==> src/rtl/paddle_pkg.sv <==
// rtl/paddle_pkg.sv - shared types and constants for the paddle monostable
package paddle_pkg;

  // Width of one player's paddle position sample.
  localparam int POS_W = 8;

  // Monostable states: waiting, counting down, held by a low trigger.
  typedef enum logic [1:0] {
    PT_IDLE    = 2'd0,
    PT_TIMING  = 2'd1,
    PT_STRETCH = 2'd2
  } pt_state_t;

endpackage

==> src/rtl/edge_fall_det.sv <==
// rtl/edge_fall_det.sv - registered falling-edge detector with configurable reset level
module edge_fall_det #(
  parameter logic RESET_VAL = 1'b0
) (
  input  logic i_clk,
  input  logic i_rst_n,
  input  logic i_sig,
  output logic o_fall
);

  logic r_prev;

  // Remember last cycle's level; resetting to 0 means a line already low
  // at reset release must be seen high before it can produce an edge.
  always_ff @(posedge i_clk or negedge i_rst_n) begin
    if (!i_rst_n) begin
      r_prev <= RESET_VAL;
    end else begin
      r_prev <= i_sig;
    end
  end

  assign o_fall = r_prev & ~i_sig;

endmodule

==> src/rtl/paddle_timer.sv <==
// rtl/paddle_timer.sv - digital paddle-pot monostable with position-proportional pulse
module paddle_timer
  import paddle_pkg::*;
#(
  parameter int             CNT_W      = 16,
  parameter logic [CNT_W-1:0] MIN_TICKS  = 16'd64,
  parameter logic [CNT_W-1:0] STEP_TICKS = 16'd4
) (
  input  logic             CLK_DRV,
  input  logic             RESET_N,
  input  logic             TICK_EN,
  input  logic             PAD_EN_N,
  input  logic             PLAYER2,
  input  logic [POS_W-1:0] POS_P1,
  input  logic [POS_W-1:0] POS_P2,
  output logic             PAD_OUT,
  output logic [POS_W-1:0] POS_LATCHED,
  output logic             BUSY
);

  // Duration math is done wide enough that MIN + 255*STEP can never wrap.
  localparam int DW = CNT_W + POS_W;

  pt_state_t          r_state;
  pt_state_t          w_state_next;
  logic [CNT_W-1:0]   r_cnt;
  logic [POS_W-1:0]   r_pos;
  logic               r_pad_out;
  logic               r_busy;

  logic               w_trig;
  logic [POS_W-1:0]   w_pos_sel;
  logic [DW-1:0]      w_dur_wide;
  logic [CNT_W-1:0]   w_dur;
  logic               w_load;
  logic               w_dec;

  // Trigger is a high-to-low transition of the active-low enable.
  edge_fall_det #(
    .RESET_VAL (1'b0)
  ) u_trig_det (
    .i_clk   (CLK_DRV),
    .i_rst_n (RESET_N),
    .i_sig   (PAD_EN_N),
    .o_fall  (w_trig)
  );

  assign w_pos_sel  = PLAYER2 ? POS_P2 : POS_P1;
  assign w_dur_wide = DW'(MIN_TICKS) + (DW'(w_pos_sel) * DW'(STEP_TICKS));
  // Clamp to the largest count the duration counter can hold.
  assign w_dur      = (|w_dur_wide[DW-1:CNT_W]) ? {CNT_W{1'b1}} : w_dur_wide[CNT_W-1:0];

  // Next-state and datapath control; triggers outside IDLE are ignored.
  always_comb begin
    w_state_next = r_state;
    w_load       = 1'b0;
    w_dec        = 1'b0;
    case (r_state)
      PT_IDLE: begin
        if (w_trig) begin
          w_load       = 1'b1;
          w_state_next = (w_dur == '0) ? PT_STRETCH : PT_TIMING;
        end
      end
      PT_TIMING: begin
        if (TICK_EN && (r_cnt != '0)) begin
          w_dec = 1'b1;
          if (r_cnt == CNT_W'(1)) begin
            w_state_next = PAD_EN_N ? PT_IDLE : PT_STRETCH;
          end
        end
      end
      PT_STRETCH: begin
        if (PAD_EN_N) begin
          w_state_next = PT_IDLE;
        end
      end
      default: begin
        w_state_next = PT_IDLE;
      end
    endcase
  end

  // State register with registered output and busy flag derived from next state.
  always_ff @(posedge CLK_DRV or negedge RESET_N) begin
    if (!RESET_N) begin
      r_state   <= PT_IDLE;
      r_pad_out <= 1'b0;
      r_busy    <= 1'b0;
    end else begin
      r_state   <= w_state_next;
      r_pad_out <= (w_state_next != PT_IDLE);
      r_busy    <= (w_state_next != PT_IDLE);
    end
  end

  // Position latch and duration counter; only loaded on an accepted trigger.
  always_ff @(posedge CLK_DRV or negedge RESET_N) begin
    if (!RESET_N) begin
      r_cnt <= '0;
      r_pos <= '0;
    end else if (w_load) begin
      r_cnt <= w_dur;
      r_pos <= w_pos_sel;
    end else if (w_dec) begin
      r_cnt <= r_cnt - CNT_W'(1);
    end
  end

  assign PAD_OUT     = r_pad_out;
  assign BUSY        = r_busy;
  assign POS_LATCHED = r_pos;

endmodule
==> config.mk <==
export PLATFORM = sky130hd
export DESIGN_NAME = paddle_timer
export DESIGN_NICKNAME = d
export VERILOG_FILES = /design/src/rtl/paddle_pkg.sv /design/src/rtl/edge_fall_det.sv /design/src/rtl/paddle_timer.sv
export SDC_FILE = /design/constraint.sdc
export NUM_CORES = 1
export LEC_CHECK = 0
export BUFFER_PORTS_ARGS = -buffer_cell sky130_fd_sc_hd__buf_2
export CAP_MARGIN = 20
export CORE_ASPECT_RATIO = 0.6
export CORE_MARGIN = 2
export CORE_UTILIZATION = 49
export CTS_BUF_LIST = sky130_fd_sc_hd__clkbuf_8 sky130_fd_sc_hd__clkbuf_16
export CTS_CLUSTER_DIAMETER = 120
export DETAILED_ROUTE_END_ITERATION = 6
export HOLD_SLACK_MARGIN = 0.05
export MAX_ROUTING_LAYER = met4
export PLACE_DENSITY = 0.78
export SLEW_MARGIN = 0
export SYNTH_ARGS = -nofsm -noshare
export SYNTH_HDL_FRONTEND = slang
export SYNTH_HIERARCHICAL = 1
export SYNTH_SLANG_ARGS = --single-unit
==> constraint.sdc <==
create_clock -name CLK_DRV -period 1.88 [get_ports CLK_DRV]
set_input_delay 0.094 -clock CLK_DRV [delete_from_list [all_inputs] [get_ports CLK_DRV]]
set_output_delay 0.094 -clock CLK_DRV [all_outputs]
set_load 0.01 [all_outputs]
==> metrics, run 1 <==
global-route wire length before repair=6310 µm; commonest non-fill, non-tap cells in the layout=30 x buf_2, 28 x dfrtp_1, 21 x nor2_1; via count=1,404; Fillers=277; antenna fix cells=0; path category of the worst min-delay check=in2reg; Cells after Synth=171; Startpoint Class=register; Peak VDD IR=0.795 mV; Top FF cell, synth=dfrtp_1; CTS tree=yes; core box area=3260 µm²; Max-slew headroom=0.589; clock-pin slew on the worst setup and hold paths=90 ps; PortBufs=30; final setup violation count=0; Avg Synthesized Cell Area=9.76 µm²; Worst-Skew Late Latency=270 ps; asr flop ratio synth=1.00; Residual DRC=0; RSZ-0062 raised after global routing=no; total negative slack=0 ps; Arr. time, crit path=2000 ps; Cell Area, Synth=1670 µm²; skew final=9.27 ps; CP max FO=4; Cell Pwr Density=1300 nW/µm²; nets=239; Final Max Slew Viols=0; GR Overflow Total=0; Final period util=0.961; top cell type's share of synthesized area=0.420; final WL=3810 µm; Overall Power=2.66 mW; Die Span Y=49.2 µm; Setup Crit Path Kind=reg2reg; Net Count, Synth=197; cts bufs inserted=3; number of global-route vias before repair=1,356; status=completed; sequential cell area=701 µm²; vias per inst=5.46; post-layout util=0.625; fin crit period=1810 ps; largest net degree at the start of global routing=29; H-tree Lvls=1; Fin. Hold Viols=0; Worst-Margin Slew=616 ps; drt pass-1 iters=4; Critical Path RT=2070 ps; Chip Width=79.3 µm; yosys warns=6; 1st-iter DRT viols=73; Rows=16; Clock Path Buffers=2; FMAX=554 MHz; Multi-input gate area=950 µm²; Final ANT Viol Nets=0; flops & latches, synth=28; synthesis-to-layout area growth=22.3%; leading area contributor after synthesis=dfrtp_1; layout cells sized above 1=0.316; Root Driver=clkbuf_8; leading cell type in the layout, fill and taps excluded=buf_2; CTS Sinks=28; Top Ports=31; P_leak=0.947 nW; CP Capture Type=register; all-layer global routing usage=0.213; Initial Util=0.512; Netlist cell types=51; number of flops mapped to enable cells by yosys=0; hold slack final=187 ps; synth top area cells=dfrtp_1 42%, nor2_1 4.7%, ha_1 3.7%, a21oi_1 3.6%, mux2i_1 3.6%; dpl hpwl=2780 µm; WL per Instance=14.8 µm; post-synthesis sequential area ratio=0.420; MaxCap Viol Count=0; die area=3900 µm²; GP Congestion=0.895; initial antenna violation count=0
[critical path, cell delays in order, from the launching register on]
cell,delay [ps]
dfrtp_1,370
inv_2,70
ha_4,160
nor3b_4,150
and4b_2,290
or4_4,510
a31oi_1,180
[logic make-up (layout without fill, tap and decap cells)]
| family | count (synthesis) | count (layout) | share of synthesized area |
|---|---|---|---|
| AO/OA/AOI/OAI | 31 | 31 | 0.118 |
| buffers and inverters | 12 | 53 | 0.0352 |
| adder cells (fa/ha/maj) | 5 | 5 | 0.0375 |
| multiplexers | 10 | 10 | 0.0652 |
| flip-flops | 28 | 28 | 0.420 |
| AND/OR/NAND/NOR | 76 | 76 | 0.277 |
| XOR/XNOR | 9 | 9 | 0.0472 |
[power by group]
group	internal (mW)	switching [mW]
clock	0.187	0.175
sequential	0.864	0.289
combinational	0.547	0.597
[routing by layer]
layer,wire [µm],global-route usage,vias to the layer above,share of wire
li1,-,-,693,-
met1,1900,0.313,672,0.50
met2,1710,0.318,34,0.45
met3,181,0.0444,5,0.048
met4,16,0.0172,0,0.0042
met5,0,-,-,0
[stage by stage]
stage | instances | setup slack, ps | cell area [µm²]
3_3_place_gp | 247 | 62.3 | 1900
4_1_cts | 253 | 17.5 | 1970
5_1_grt | 257 | 3.55 | 2040
6_report | 257 | 73.4 | 2040
2_1_floorplan | 171 | 97.2 | 1670
3_5_place_dp | 247 | 33.5 | 1900
[flip-flops by register name (all words and copies together), names as in the netlist]
name / count
BUSY: 1
POS_LATCHED: 8
r_cnt: 16
r_state: 2
u_trig_det/r_prev: 1
[final timing paths]
kind                       cells after the start                  startpoint  slack, ps                    endpoint
max                                            6        r_cnt[1]$_DFFE_PN0P_         70        r_cnt[9]$_DFFE_PN0P_
min                                            3                   POS_P1[5]        190  POS_LATCHED[5]$_DFFE_PN0P_
max reg2reg                                    6        r_cnt[1]$_DFFE_PN0P_         70        r_cnt[9]$_DFFE_PN0P_
min reg2reg                                    2  POS_LATCHED[3]$_DFFE_PN0P_        480  POS_LATCHED[3]$_DFFE_PN0P_
max in group asynchronous                      2                     RESET_N       1120  POS_LATCHED[3]$_DFFE_PN0P_
min in group asynchronous                      2                     RESET_N        360        r_cnt[5]$_DFFE_PN0P_
[synth_stat cells, types with 4 or more instances]
library cell  number
dfrtp_1           28
ha_1               5
nand2_1           12
o21ai_0            4
nor3_1             7
mux2i_1            6
nand3_1            6
nor2_1            21
inv_1              5
xnor2_1            6
a21oi_1           12
[repair_timing]
| item | CTS | global route |
|---|---|---|
| gates resized for setup | 0 | 11 |
| endpoints found under the setup margin | 0 | 11 |
| endpoints found under the hold margin | 29 | 0 |
| setup buffers | 0 | 4 |
| hold buffers | 2 | 0 |
[final cells by class]
class,instances,area share
inverters,5,0.00920
repair buffers,44,0.128
flip-flops and latches,28,0.343
clock buffers,4,0.0270
well taps,45,0.0276
multi-input cells,131,0.465
Note: power is estimated with default switching activity, not from simulation.
==> run 2: changes to the inputs <==
--- a/config.mk
+++ b/config.mk
@@ -5,11 +5,12 @@
 export SDC_FILE = /design/constraint.sdc
 export NUM_CORES = 1
 export LEC_CHECK = 0
+export ABC_AREA = 1
 export BUFFER_PORTS_ARGS = -buffer_cell sky130_fd_sc_hd__buf_2
 export CAP_MARGIN = 20
 export CORE_ASPECT_RATIO = 0.6
 export CORE_MARGIN = 2
-export CORE_UTILIZATION = 49
+export CORE_UTILIZATION = 50
 export CTS_BUF_LIST = sky130_fd_sc_hd__clkbuf_8 sky130_fd_sc_hd__clkbuf_16
 export CTS_CLUSTER_DIAMETER = 120
 export DETAILED_ROUTE_END_ITERATION = 6
==> run 2 against run 1 <==
Sequential cell count unchanged. Largest power group is now combinational cells. Design area up 4.6%. Highest routed layer unchanged. Total power up 0.14%. Largest cell class unchanged. Sequential share of layout area down 1.5 points. First-iteration DRC count up 85%. Via count up 24%.
==> metrics, run 2 <==
status=completed (unchanged); P_leak=1.15 nW (was 0.947 nW); CP max FO=16 (was 4); core box area=3620 µm² (was 3260 µm²); crit path launch=r_cnt[1]$_DFFE_PN0P_ (unchanged); reg2reg path depth=10 (was 6); post-layout util=0.590 (was 0.625); initial antenna violation count=0 (unchanged); Cell Area, Synth=1860 µm² (was 1670 µm²); Max-slew headroom=0.587 (was 0.589); Critical Path RT=2080 ps (was 2070 ps); Fin. Hold Viols=0 (unchanged); Biggest register=r_cnt (unchanged); die area=4230 µm² (was 3900 µm²); layout cells sized above 1=0.215 (was 0.316); met3 routed WL=373 µm (was 181 µm); drt pass-1 iters=4 (unchanged); DR top layer=met4 (unchanged); Root Driver=clkbuf_8 (unchanged); Min-Delay Path Depth=3 (unchanged); nets=324 (was 239); asr flop ratio synth=1.00 (unchanged); total negative slack=0 ps (unchanged); CP Capture Type=register (unchanged); hold slack final=102 ps (was 187 ps); M1 WL=2030 µm (was 1900 µm); FMAX=590 MHz (was 554 MHz); Startpoint Class=register (unchanged); synthesis-to-layout area growth=15.0% (was 22.3%); leading area contributor after synthesis=dfrtp_1 (unchanged); final setup violation count=0 (unchanged); Final period util=0.902 (was 0.961); fin crit period=1700 ps (was 1810 ps); Top Ports=31 (unchanged); Final ANT Viol Nets=0 (unchanged); Peak VDD IR=0.847 mV (was 0.795 mV); MaxCap Viol Count=0 (unchanged); min-delay src=POS_P2[5] (was POS_P1[5]); Clock Path Buffers=2 (unchanged); yosys warns=6 (unchanged); H-tree Lvls=1 (unchanged); global-route wire length before repair=7290 µm (was 6310 µm); largest net degree at the start of global routing=29 (unchanged); flops & latches, synth=28 (unchanged); post-synthesis sequential area ratio=0.377 (was 0.420); antenna fix cells=0 (unchanged); leading cell type in the layout, fill and taps excluded=nand2_1 (was buf_2); WL per Instance=12.1 µm (was 14.8 µm); number of global-route vias before repair=1,617 (was 1,356); Worst-Skew Late Latency=280 ps (was 270 ps); setup bufs post-CTS=0 (unchanged); synth top area cells=dfrtp_1 38%, nand2_1 20%, nor2_1 6.9%, nand3_1 4.9%, inv_1 3.8% (was dfrtp_1 42%, nor2_1 4.7%, ha_1 3.7%, a21oi_1 3.6%, mux2i_1 3.6%); number of flops mapped to enable cells by yosys=0 (unchanged); GP Congestion=0.857 (was 0.895); 1st-iter DRT viols=135 (was 73); Chip Width=82.7 µm (was 79.3 µm); GR Overflow Total=0 (unchanged); max reg flops=16 (unchanged); CTS tree=yes (unchanged); Worst-Margin Slew=619 ps (was 616 ps); Rows=17 (was 16); Die Span Y=51.2 µm (was 49.2 µm); worst r2r src=r_cnt[1]$_DFFE_PN0P_ (unchanged); CTS resizes=0 (unchanged); Residual DRC=0 (unchanged); PortBufs=30 (unchanged); Arr. time, crit path=1900 ps (was 2000 ps); Netlist cell types=34 (was 51); Cells after Synth=264 (was 171); RSZ-0062 raised after global routing=no (unchanged); Synth top cells by count=101 x nand2_1, 34 x nor2_1, 28 x dfrtp_1 (was 28 x dfrtp_1, 21 x nor2_1, 12 x a21oi_1, 12 x nand2_1, 7 x nor3_1); top cell type's share of synthesized area=0.377 (was 0.420); via count=1,735 (was 1,404); cts bufs inserted=3 (unchanged); Net Count, Synth=290 (was 197); clock-pin slew on the worst setup and hold paths=90 ps (about the same); Initial Util=0.513 (was 0.512); vias per inst=5.04 (was 5.46); CTS Sinks=28 (unchanged); dpl hpwl=3320 µm (was 2780 µm); Final Max Slew Viols=0 (unchanged); all-layer global routing usage=0.236 (was 0.213); path category of the worst min-delay check=in2reg (unchanged); Top FF cell, synth=dfrtp_1 (unchanged); Setup Crit Path Kind=reg2reg (unchanged); final WL=4160 µm (was 3810 µm); wire length on met2=1740 µm (was 1710 µm); skew final=5.69 ps (was 9.27 ps); Cell Pwr Density=1250 nW/µm² (was 1300 nW/µm²); commonest non-fill, non-tap cells in the layout=101 x nand2_1, 34 x nor2_1, 30 x buf_2, 28 x dfrtp_1, 19 x inv_1 (was 30 x buf_2, 28 x dfrtp_1, 21 x nor2_1); Overall Power=2.66 mW (about the same); cell with the most instances after synthesis=nand2_1 (was dfrtp_1); Avg Synthesized Cell Area=7.03 µm² (was 9.76 µm²)
run 2: changes by cell type after synthesis, moves of 5 or more:
| cell | change |
|---|---|
| mux2i_1 | -6 |
| nand3_1 | +12 |
| a21oi_1 | -12 |
| xnor2_1 | -5 |
| inv_1 | +14 |
| nor2_2 | +6 |
| nand2_1 | +89 |
| nor2_1 | +13 |
run 2: layout make-up:
cell class	instances	area, µm²
Inverter	24	92.6
Timing Repair Buffer	35	193
Clock buffer	3	41.3
Fill cell	358	1480
Sequential cell	28	701
Tap cell	47	58.8
Multi-Input combinational cell	206	1020
Clock inverter	1	30.0
run 2: worst max-delay path: stages, from the launching register on:
cell	delay, ps
dfrtp_1	380
inv_1	130
ha_1	160
inv_1	40
nor2_1	160
nand3_2	120
nand3_4	120
nand2_4	160
inv_2	170
nand2_1	70
o21ai_1	90
run 2: power by group:
group / switching (mW) / internal [mW]
Sequential: 0.206 / 0.789
Combinational: 0.753 / 0.441
Clock: 0.189 / 0.285
run 2: logic make-up after synthesis:
logic type,synth area share
buffers and inverters,0.0741
DFF,0.377
xor gates and xnor gates,0.0236
and+or+nand+nor,0.430
AOI/OAI and AO/OA,0.0613
adders and majority gates,0.0337
run 2: repair_timing:
item                                   4_1_cts  5_1_grt
setup endpoints to repair                    0        0
endpoints found under the hold margin       29        0
hold buffers                                 2        0
run 2: per-layer routing:
metal	track usage	vias to the layer above
met4	0.0383	0
met3	0.0671	3
met1	0.339	782
met2	0.336	57
li1	-	893
met5	-	-
run 2: path summary, 6_finish.rpt:
path / endpoint / slack, ps
max: r_cnt[13]$_DFFE_PN0P_ / 180
max in group asynchronous: r_state[0]$_DFF_PN0_ / 1120
min in group asynchronous: POS_LATCHED[5]$_DFFE_PN0P_ / 350
min reg2reg: POS_LATCHED[1]$_DFFE_PN0P_ / 490
max reg2reg: r_cnt[13]$_DFFE_PN0P_ / 180
min: POS_LATCHED[5]$_DFFE_PN0P_ / 100
run 2: stage by stage:
step,setup WS (ps),area [µm²],std cells
global placement,190,2040,338
detailed placement,142,2040,338
CTS,205,2130,344
finish,184,2130,344
floorplan,377,1860,264
global route,23.6,2130,344
